===== src/rtl/spi_cmd_regs.sv =====
// SPI command register block: decodes completed ESP-link messages into reset requests,
// keyboard matrix, hand-controller bytes and a keyboard FIFO. Optional: SPIREGS_STATUS_READBACK_EN.
module spi_cmd_regs #(
    parameter int unsigned KBBUF_DEPTH        = 16,
    parameter int unsigned NUM_HCTRL          = 2,
    parameter int unsigned RESET_PULSE_CYCLES = 4
) (
    input  logic                   clk,
    input  logic                   reset_n,
    input  logic                   spi_msg_end,
    input  logic [7:0]             spi_cmd,
    input  logic [63:0]            spi_rxdata,
    output logic [63:0]            spi_txdata,
    output logic                   spi_txdata_valid,
    output logic                   reset_req,
    output logic                   reset_req_cold,
    output logic [63:0]            keys,
    output logic [8*NUM_HCTRL-1:0] hctrl,
    output logic [15:0]            kbbuf_data,
    output logic                   kbbuf_valid,
    input  logic                   kbbuf_ready,
    output logic                   kbbuf_overflow
);

    localparam int unsigned PW = (KBBUF_DEPTH > 1) ? $clog2(KBBUF_DEPTH) : 1;
    localparam int unsigned CW = $clog2(KBBUF_DEPTH + 1);
    localparam int unsigned RW = $clog2(RESET_PULSE_CYCLES + 1);

    localparam logic [7:0] CMD_RESET      = 8'h01;
    localparam logic [7:0] CMD_SET_KEYB   = 8'h10;
    localparam logic [7:0] CMD_SET_HCTRL  = 8'h11;
    localparam logic [7:0] CMD_STATUS     = 8'h12;
    localparam logic [7:0] CMD_WRITE_KBUF = 8'h13;
    localparam logic [7:0] CMD_FLUSH_KBUF = 8'h14;

    localparam logic [RW-1:0] PULSE_LAST = RW'(RESET_PULSE_CYCLES - 1);
    localparam logic [CW-1:0] COUNT_FULL = CW'(KBBUF_DEPTH);

    // Command strobes, qualified by message completion
    logic cmd_reset_c;
    logic cmd_keyb_c;
    logic cmd_hctrl_c;
    logic cmd_push_c;
    logic cmd_flush_c;

    always_comb begin
        cmd_reset_c = spi_msg_end && (spi_cmd == CMD_RESET);
        cmd_keyb_c  = spi_msg_end && (spi_cmd == CMD_SET_KEYB);
        cmd_hctrl_c = spi_msg_end && (spi_cmd == CMD_SET_HCTRL);
        cmd_push_c  = spi_msg_end && (spi_cmd == CMD_WRITE_KBUF);
        cmd_flush_c = spi_msg_end && (spi_cmd == CMD_FLUSH_KBUF);
    end

    // Reset pulse: counter holds remaining cycles after the current one
    logic [RW-1:0] pulse_cnt;

    always_ff @(posedge clk or negedge reset_n) begin
        if (!reset_n) begin
            pulse_cnt      <= '0;
            reset_req      <= 1'b0;
            reset_req_cold <= 1'b0;
        end else if (cmd_reset_c) begin
            pulse_cnt      <= PULSE_LAST;
            reset_req      <= 1'b1;
            reset_req_cold <= spi_rxdata[57];
        end else if (pulse_cnt != '0) begin
            pulse_cnt <= pulse_cnt - RW'(1);
        end else begin
            reset_req      <= 1'b0;
            reset_req_cold <= 1'b0;
        end
    end

    // Keyboard matrix and hand-controller registers
    always_ff @(posedge clk or negedge reset_n) begin
        if (!reset_n) begin
            keys  <= '1;
            hctrl <= '1;
        end else begin
            if (cmd_keyb_c) begin
                keys <= spi_rxdata;
            end
            if (cmd_hctrl_c) begin
                for (int unsigned n = 0; n < NUM_HCTRL; n++) begin
                    if (spi_rxdata[63:56] == 8'(n)) begin
                        hctrl[8*n +: 8] <= spi_rxdata[55:48];
                    end
                end
            end
        end
    end

    // Keyboard FIFO
    logic [15:0]   kbbuf_mem [KBBUF_DEPTH];
    logic [PW-1:0] rd_ptr;
    logic [PW-1:0] wr_ptr;
    logic [CW-1:0] count;
    logic          full_c;
    logic          pop_c;
    logic          push_ok_c;

    always_comb begin
        full_c    = (count == COUNT_FULL);
        pop_c     = kbbuf_valid && kbbuf_ready;
        push_ok_c = cmd_push_c && (!full_c || pop_c);
    end

    always_ff @(posedge clk or negedge reset_n) begin
        if (!reset_n) begin
            rd_ptr         <= '0;
            wr_ptr         <= '0;
            count          <= '0;
            kbbuf_overflow <= 1'b0;
        end else if (cmd_flush_c) begin
            rd_ptr         <= '0;
            wr_ptr         <= '0;
            count          <= '0;
            kbbuf_overflow <= 1'b0;
        end else begin
            if (push_ok_c) begin
                wr_ptr <= wr_ptr + PW'(1);
            end
            if (pop_c) begin
                rd_ptr <= rd_ptr + PW'(1);
            end
            if (push_ok_c && !pop_c) begin
                count <= count + CW'(1);
            end else if (pop_c && !push_ok_c) begin
                count <= count - CW'(1);
            end
            if (cmd_push_c && !push_ok_c) begin
                kbbuf_overflow <= 1'b1;
            end
        end
    end

    // Storage carries no reset; only pointers qualify its contents
    always_ff @(posedge clk) begin
        if (push_ok_c) begin
            kbbuf_mem[wr_ptr] <= spi_rxdata[63:48];
        end
    end

    always_comb begin
        kbbuf_valid = (count != '0);
        kbbuf_data  = kbbuf_valid ? kbbuf_mem[rd_ptr] : 16'h0000;
    end

`ifdef SPIREGS_STATUS_READBACK_EN
    // Status readback is combinational on the current command byte
    always_comb begin
        spi_txdata       = '0;
        spi_txdata_valid = 1'b0;
        if (spi_cmd == CMD_STATUS) begin
            spi_txdata_valid = 1'b1;
            spi_txdata       = {8'(count), 7'b0, kbbuf_overflow, keys[47:0]};
        end
    end
`else
    logic unused_status_c;
    assign unused_status_c  = (spi_cmd == CMD_STATUS);
    assign spi_txdata       = '0;
    assign spi_txdata_valid = 1'b0;
`endif

endmodule


===== config.mk =====
export PLATFORM = sky130hd
export DESIGN_NAME = spi_cmd_regs
export DESIGN_NICKNAME = d
export VERILOG_FILES = /design/src/rtl/spi_cmd_regs.sv
export SDC_FILE = /design/constraint.sdc
export NUM_CORES = 1
export LEC_CHECK = 0
export ABC_AREA = 1
export CAP_MARGIN = 20
export CORE_ASPECT_RATIO = 1.25
export CORE_MARGIN = 5
export CORE_UTILIZATION = 42
export CTS_BUF_LIST = sky130_fd_sc_hd__clkbuf_8
export CTS_CLUSTER_SIZE = 25
export DETAILED_ROUTE_END_ITERATION = 6
export GPL_TIMING_DRIVEN = 0
export PLACE_DENSITY = 0.62
export SLEW_MARGIN = 25
export SYNTH_ARGS = -nofsm -noshare
export SYNTH_HDL_FRONTEND = slang
export SYNTH_SLANG_ARGS = --single-unit
export TNS_END_PERCENT = 30

===== constraint.sdc =====
create_clock -name clk -period 3.2 [get_ports clk]
set_clock_uncertainty 0.15 [all_clocks]
set_input_delay 0.96 -clock clk [delete_from_list [all_inputs] [get_ports clk]]
set_output_delay 0.96 -clock clk [all_outputs]
set_load 0.01 [all_outputs]

==> key figures <==
Placed design
  • IO Port Bufs: approximately 180
  • DP Area: around 18000 µm²
  • GP Congestion: about 0.92
  • Placed insts: 1951
  • Hpwl dp: 29280 µm

Die
  • Die width: between 150 and 200 µm
  • Standard-cell rows: 77
  • Chip Height: 221.0 µm
  • Number of top-level pins: around 240
  • Initial core utilization: approximately 42%
  • Die Area: around 40000 µm²
  • Core region area: roughly 35000 µm²

Synth
  • Leading area contributor after synthesis: edfxtp_1
  • Yosys top cell area share: about half
  • Synth Cell Area: 14960 µm²
  • Synthesis-stage register bit count: about 360
  • EDFF count, synth: around 260
  • Yosys cell types: between 40 and 50
  • Main flop type after synthesis: edfxtp_1
  • Share of synthesized registers carrying an async set or reset: 27.89%
  • Top cells by count, synth: edfxtp_1, nand2_1, nor2_1
  • Sequential area share after synthesis: between 60% and 70%
  • Most frequent cell after synthesis: edfxtp_1
  • Syn avg cell area: between 10 and 15 µm²
  • Cells after Synth: between 1k and 1.5k
  • Largest cells by area after synthesis: edfxtp_1, dfstp_2, nand2_1, o21ai_0, nor2_1
  • YS warnings: 0

Detailed routing
  • Vias: 10.68k
  • Via-to-Cell Ratio: roughly 5.1
  • DR WL/cell: between 20 and 25 µm
  • Drt first pass iters: 5
  • Total Routed Length: roughly 44000 µm
  • Post-route ant nets: 0
  • Initial DRC Count: around 850
  • DR DRC count: 0

Timing
  • Fin crit period: between 3000 and 4000 ps
  • Fmax: 0.2791 GHz
  • Final period utilization: 112.0%
  • Fin. max-slew vios: 0
  • Slew HR: between 20% and 30%
  • Final setup viols: 16
  • Measured slew at the worst slew-check pin: 1084 ps
  • RSZ-0062 raised after global routing: yes
  • Fin. Hold Viols: 0
  • Setup TNS: -4845 ps
  • PnR worst setup slack: -382.4 ps

Global routing
  • First-pass GRT wire length: 63590 µm
  • Via count of the first global-routing pass: about 11k
  • Antenna violations before repair: 0
  • Largest net degree at the start of global routing: 58
  • Tot GR Track Use: between 20% and 30%
  • Grt total ovfl: 0

Layout
  • Area of the multi-input gates: between 4000 and 5000 µm²
  • Final core occ: between 50% and 60%
  • Design area: 19840 µm²
  • Area grow syn2layout: 32.66%
  • Layout Cells excl Fill: 2076
  • Ratio of cells with drive above 1 in the final layout: a little under a third
  • Seq. cell area: 10270 µm²
  • Fillers: around 3k
  • NumNets Final: between 1.5k and 2k
  • Antenna diodes: 0

CTS
  • Clock slew at reported path FFs: ~60 ps
  • Clock root cell: clkbuf_8
  • Clock Latency Late Sink: 610 ps
  • H-tree Lvls: 2
  • Buffers from clock root to sink, at most: 3
  • Total CTS buffers: 54
  • Sink Count: between 300 and 400
  • Hold Buf Count CTS: 0
  • CTS tree: yes

Setup path
  • CP endpoint kind: primary output
  • Critical Path Source Type: flip-flop
  • CP Max Fanout: 8
  • Critical path arrival: about 2500 ps
  • Reg-to-Reg Start: count[1]
  • Crit path required time: around 2100 ps
  • Crit path from: rd_ptr[1]
  • CP Class: flip-flop to primary output

Min path
  • Hold path start: reset_req_cold
  • Worst min path class: flip-flop to flip-flop

Pwr
  • Peak VDD IR: roughly 400 µV
  • Lkg Pwr: 7.571 nW
  • Power density over cell area: approximately 750 nW/µm²
  • Total power: 14.84 mW

Outcome
  • Outcome: complete, but fails checks
  • Violated checks: negative setup slack

Flow run
  • Max_cap viols: 0
-- timing repair --
action	in CTS	in global routing
pin swaps	45	49
cloned	3	6
setup endpoints to repair	16	34
buffers inserted	15	2
endpoints found under the hold margin	0	0
resized for setup	218	105
-- layout by cell type (no fill, tap or decap), types with 17 or more instances in the layout --
cell / synthesis / layout
o21ai_0: 119 / 102
clkdlybuf4s50_1: 0 / 157
conb_1: 1 / 65
nand2_1: 177 / 156
nand3_2: 3 / 22
clkbuf_8: 0 / 58
nand3_1: 63 / 43
dfrtp_1: 19 / 18
buf_2: 23 / 28
buf_4: 72 / 85
a21oi_2: 0 / 24
mux2_2: 40 / 40
dfstp_2: 80 / 80
buf_6: 4 / 22
a21oi_1: 54 / 23
nand2_2: 1 / 17
edfxtp_1: 256 / 256
inv_1: 46 / 65
nor2_1: 145 / 126
-- sequential cells by signal, summed over array words and instances (netlist names), 3 cells and up --
register / count
count: 5
rd_ptr: 4
wr_ptr: 4
keys: 64
hctrl: 16
kbbuf_mem: 256
pulse_cnt: 3
-- cell type report --
cell class / instances / share of cell area, %
Sequential cell: 355 / 51.74
Multi-Input combinational cell: 761 / 23.10
Clock buffer: 56 / 3.884
Tap cell: 474 / 2.989
Clock inverter: 45 / 1.097
Inverter: 49 / 1.009
Buffer: 127 / 5.215
Timing Repair Buffer: 209 / 10.97
-- critical path: stages (launching register included) --
cell and delay [ps]:
dfrtp_1 440, inv_2 100, buf_8 140, clkbuf_16 150
buf_6 100, o21ai_0 70, o211ai_1 300, nand3_2 150
a21oi_2 220, buf_2 170
-- report_power, final --
part	total (mW)	internal (mW)	switching, mW
Combinational	6.18	2.46	3.71
Clock	3.47	1.71	1.76
Sequential	5.20	5.10	0.0958
Total	14.8	9.27	5.57
-- kinds of logic (layout without fill, tap and decap cells) --
family | Yosys count | after routing | share of synthesized area [%]
muxes | 49 | 49 | 3.681
and+or+nand+nor | 402 | 402 | 11.03
other | 1 | 65 | 0.02507
adders and majority gates | 12 | 12 | 1.054
xor gates and xnor gates | 4 | 4 | 0.2343
AOI/OAI and AO/OA | 229 | 229 | 8.692
buffers and inverters | 177 | 486 | 6.659
DFF | 355 | 355 | 68.63
-- metal layers --
metal | vias to the layer above | part of all wire [%] | track usage, %
met1 | 5224 | 37 | 25.63
met3 | 83 | 8.9 | 5.360
li1 | 4874 | - | -
met2 | 498 | 50 | 35.63
met5 | - | 0 | 0
met4 | 0 | 4.2 | 9.264
-- worst paths after layout --
| path | to | cells past startpoint | slack (ps) |
|---|---|---|---|
| worst min-delay path | reset_req_cold | 2 | 340 |
| worst max register to register | count[4] | 11 | 610 |
| worst min register to register | reset_req_cold | 2 | 340 |
| worst max-delay path | kbbuf_data[6] | 9 | -380 |
| max in group asynchronous | keys[21] | 2 | 2090 |
| min in group asynchronous | keys[10] | 1 | 400 |
-- metrics by stage --
step                hold WS [ps]  worst slack (ps)
floorplan                  309.2             261.3
global placement           321.4             -2674
detailed placement         316.1            -637.4
CTS                        343.9            -400.4
global route               359.8            -425.3
finish                     339.9            -382.4
Power figures use the tool's default switching activity.
